<file path="src/rtl/grf_param.sv">
// grf_param: parameterised register file with two combinational read ports,
// one write port, a committed-write counter and a comparator between the
// two read ports.
//
// Optional feature macro: GRF_BYPASS_EN
//   When defined, a committed write is forwarded to any read port addressing
//   the same location in the same cycle. When undefined, reads return the
//   pre-edge contents and there is no forwarding logic at all.
//
// Ports:
//   clk       in   system clock, all state updates on the rising edge
//   reset     in   synchronous active-high reset (clears array and counter)
//   we        in   write enable
//   waddr     in   write address [ADDR_W]
//   wdata     in   write data [DATA_W]
//   raddr1/2  in   read addresses [ADDR_W]
//   rdata1/2  out  combinational read data [DATA_W]
//   eq        out  rdata1 == rdata2
//   lt_s      out  rdata1 < rdata2, two's complement
//   lt_u      out  rdata1 < rdata2, unsigned
//   wr_count  out  number of committed writes, wraps at 16 bits
module grf_param #(
  parameter int DATA_W   = 32,
  parameter int ADDR_W   = 5,
  parameter int ZERO_REG = 1
) (
  input  logic              clk,
  input  logic              reset,
  input  logic              we,
  input  logic [ADDR_W-1:0] waddr,
  input  logic [DATA_W-1:0] wdata,
  input  logic [ADDR_W-1:0] raddr1,
  input  logic [ADDR_W-1:0] raddr2,
  output logic [DATA_W-1:0] rdata1,
  output logic [DATA_W-1:0] rdata2,
  output logic              eq,
  output logic              lt_s,
  output logic              lt_u,
  output logic [15:0]       wr_count
);

  localparam int DEPTH = 2 ** ADDR_W;
  localparam bit ZERO_EN = (ZERO_REG != 0);

  logic [DATA_W-1:0] mem [DEPTH];
  logic              commit;

  // Writes to a hard-wired zero register are dropped and not counted.
  assign commit = we && !(ZERO_EN && (waddr == '0));

  always_ff @(posedge clk) begin
    if (reset) begin
      for (int i = 0; i < DEPTH; i++) begin
        mem[i] <= '0;
      end
      wr_count <= '0;
    end else if (commit) begin
      mem[waddr] <= wdata;
      wr_count   <= wr_count + 16'd1;
    end
  end

  always_comb begin
    rdata1 = mem[raddr1];
`ifdef GRF_BYPASS_EN
    if (commit && !reset && (waddr == raddr1)) rdata1 = wdata;
`endif
    // Zero override is applied last so it also masks any forwarded value.
    if (ZERO_EN && (raddr1 == '0)) rdata1 = '0;
  end

  always_comb begin
    rdata2 = mem[raddr2];
`ifdef GRF_BYPASS_EN
    if (commit && !reset && (waddr == raddr2)) rdata2 = wdata;
`endif
    if (ZERO_EN && (raddr2 == '0)) rdata2 = '0;
  end

  assign eq   = (rdata1 == rdata2);
  assign lt_s = ($signed(rdata1) < $signed(rdata2));
  assign lt_u = (rdata1 < rdata2);

endmodule
</file>
<file path="config.mk">
export PLATFORM = sky130hd
export DESIGN_NAME = grf_param
export DESIGN_NICKNAME = d
export VERILOG_FILES = /design/src/rtl/grf_param.sv
export SDC_FILE = /design/constraint.sdc
export NUM_CORES = 2
export LEC_CHECK = 0
export BUFFER_PORTS_ARGS = -buffer_cell sky130_fd_sc_hd__buf_2
export CAP_MARGIN = 40
export CORE_AREA = 8 8 577 295
export DETAILED_ROUTE_END_ITERATION = 8
export DIE_AREA = 0 0 585 303
export PLACE_DENSITY = 0.46
export SLEW_MARGIN = 20
export SYNTH_ARGS = -nofsm -noshare
export SYNTH_HDL_FRONTEND = slang
export SYNTH_SLANG_ARGS = --single-unit
</file>
<file path="constraint.sdc">
create_clock -name clk -period 13 [get_ports clk]
set_input_delay 1.95 -clock clk [delete_from_list [all_inputs] [get_ports clk]]
set_output_delay 1.95 -clock clk [all_outputs]
set_load 0.05 [all_outputs]
</file>
==> results.toml <==
[outcome]
status = "complete, no violations"

[cells_and_area]
area_growth_pct = 11.15
finalNetCount = 3712
drive_gt1_share_pct = 29.39
finalNonFillerCells = 5915

[synth]
yosysWarnings = 0
yosys.area.top_type_share_pct = 54.61
synth_edf_count = 1024
synth.avg_cell_area_um2 = 15.52
synth.distinct_cells = 46
ys_ff_latch = 1040
synth_cells = 3629
postSynth.asyncResetShare_pct = 0
synth_area_um2 = 56310
synthTopCellsByArea = "edfxtp_1, mux4_2, and2_1"
synth.largest_area_cell = "edfxtp_1"
seq_area_frac_synth_pct = 55.18
ys.flop_type = "edfxtp_1"

[timing]
setup_tns_ns = 0
finalCritPeriodShare_pct = 70.14
tightest_slew_ns = 0.9058
fmax_mhz = 109.7
clock_skew_ns = 0.01136
maxSlewViolCount = 0
setup_violations = 0
slew_headroom_pct = 39.62
rsz0062_at_grt = "false"
min_period_ns = 9.118
final_hold_viol_count = 0
fin_ws_ns = 3.882

[setup_path]
crit_path_frequent_cell = "mux4_2"
crit_arrival_ns = 7.17
cp.required_ns = 11.05
crit_family = "buffers and inverters"
start_kind = "input port"
critPathBufInv = 4
slowest_stage = "buf_12"
path_cells = "buf_8 -> buf_12 -> mux4_2 -> mux4_2 -> nand2_1 -> o21ai_1 -> ha_1 -> nand4_1 -> nor3_2 -> a21boi_1 -> buf_4 -> o31a_1 -> nor4_1 -> buf_2"
crit_type = "input port to primary output"
cpPeakStageDelay_ns = 0.66
worst-path-max-fanout = 88
cp-end-kind = "primary output"

[routing]
drt-initial-drc-count = 4261
drc = 0
detail-route-antenna-nets = 0
via_per_inst = 5.674
dr_total_vias = 33564
wl_mm = 204.4
firstDrtPassIters = 7
wl_per_cell_um = 34.55

[placement]
dpl_worst_slack_ns = 3.981
io_buffers = 132
routabilityCongestion = 0.8893
dp_cells = 5715
dpl.hpwl_mm = 119.6

[floorplan]
initial_utilization_pct = 34.68
coreArea_um2 = 162400
die_area_um2 = 177300
row_count = 105
die_h_um = 303
ios = 133
die_w_um = 585

[pwr]
peakVddDrop_mv = 0.1066
p_leak_nw = 21.22
p_per_area_nw_per_um2 = 130.8
finalPower_mw = 8.188

[clock_tree]
cts_setup_buffers = 0
ctsHoldBuffers = 0
clockBufferDepth = 3
post_cts_resized = 0
htreeDepth = 3
clkSinkCount = 1040
clock-root-buffer = "clkbuf_16"
cts_buffers = 102
clk_latency_ns = 0.70
clkTransAtPathRegs_ns = 0.06
cts_tree = "yes"

[global_route]
grt_pass1_wl_mm = 284.8
grt_max_degree = 89
grt_pass1_vias = 33289
track_usage_pct = 22.93
gr-total-overflow = 0
antenna_found_initial = 27

[run]
cap_violations = 0

[worst_hold_path]
hp-class = "register to register"
[area by class of cell]
class | count | area (um2)
diodes | 17 | 42.54
multi-input cells | 2209 | 23740
clock buffers | 122 | 2691
flip-flops and latches | 1040 | 31070
fillers | 14980 | 99800
inverters | 35 | 132.6
repair buffers | 241 | 1727
clock inverters | 58 | 442.9
well taps | 2193 | 2744
[power by group]
part           internal (mW)  switching [mW]  total [mW]
sequential              3.86          0.0958        3.96
clock                   1.60            1.36        2.97
combinational          0.475           0.785        1.26
total                   5.94            2.25        8.19
[cell usage after synthesis (33+ instances only)]
| master | instances |
|---|---|
| buf_2 | 40 |
| mux2i_1 | 64 |
| mux4_2 | 576 |
| mux2_2 | 64 |
| clkbuf_1 | 246 |
| inv_1 | 34 |
| and2_1 | 994 |
| ha_1 | 33 |
| edfxtp_1 | 1024 |
| nand2_1 | 45 |
| a21oi_1 | 80 |
| o21ai_1 | 33 |
| nor2_1 | 101 |
[through the flow]
stage               cell area, um2  hold slack [ns]  util (%)
floorplan                    56420           0.6949         -
global placement             59290           0.4873     36.51
detailed placement           59370           0.4899     36.56
CTS                          62510           0.4995     38.49
global route                 62550           0.5363     38.52
finish                       62590           0.4964     38.54
[tightest hold or removal path: cells and delay by family (launching register included)]
kind | cells | cell delay [ns]
AND/OR/NAND/NOR | 1 | 0.06
flip-flops | 1 | 0.34
AO/OA/AOI/OAI | 1 | 0.05
[layout by cell type (no fill, tap or decap), types with 4 or more instances in the layout]
| master | instances |
|---|---|
| a21oi_1 | 80 |
| and2_1 | 994 |
| buf_12 | 14 |
| buf_2 | 124 |
| buf_4 | 95 |
| buf_8 | 6 |
| bufinv_16 | 7 |
| clkbuf_1 | 17 |
| clkbuf_16 | 105 |
| clkinv_1 | 26 |
| clkinv_2 | 22 |
| clkinvlp_4 | 4 |
| conb_1 | 32 |
| dfxtp_1 | 16 |
| diode_2 | 17 |
| edfxtp_1 | 1024 |
| ha_1 | 33 |
| inv_1 | 34 |
| mux2_2 | 64 |
| mux2i_1 | 64 |
| mux4_2 | 576 |
| nand2_1 | 45 |
| nand3_1 | 15 |
| nand3b_1 | 5 |
| nand4_1 | 9 |
| nor2_1 | 77 |
| nor2_4 | 31 |
| nor3_1 | 6 |
| o21ai_0 | 7 |
| o21ai_1 | 33 |
| o22a_1 | 32 |
| o22ai_1 | 32 |
| or2_2 | 32 |
| or3_1 | 8 |
| xnor2_1 | 7 |
[sequential cells by signal, indices dropped and copies added (netlist names)]
signal	cells
mem	1024
wr_count	16
[routing by layer]
| layer | wire [um] | up-vias | GRT usage [%] |
|---|---|---|---|
| met4 | 3511 | 0 | 4.136 |
| met1 | 97320 | 17999 | 35.83 |
| met3 | 18510 | 193 | 5.637 |
| met2 | 85050 | 1482 | 32.27 |
| met5 | 0 | - | 0 |
| li1 | - | 13890 | - |
[final timing paths]
kind         cells past startpoint                startpoint                         to  slack, ns
min                              2  wr_count[1]$_SDFFE_PP0P_   wr_count[1]$_SDFFE_PP0P_       0.50
max                             14                 raddr1[0]                       lt_s       3.88
max reg2reg                      6  wr_count[3]$_SDFFE_PP0P_  wr_count[15]$_SDFFE_PP0P_      11.31
min reg2reg                      2  wr_count[1]$_SDFFE_PP0P_   wr_count[1]$_SDFFE_PP0P_       0.50
[kinds of logic after synthesis]
group / Yosys count / share of synthesized area (%)
AND/OR/NAND/NOR: 1234 / 13.05
flip-flops: 1040 / 55.18
multiplexers: 704 / 25.46
buffers and inverters: 411 / 3.289
AO/OA/AOI/OAI: 197 / 2.149
adder cells (fa/ha/maj): 33 / 0.7333
XOR/XNOR: 9 / 0.1400
other: 1 / 0.006660
No activity file was read; power rests on OpenSTA's default activity.
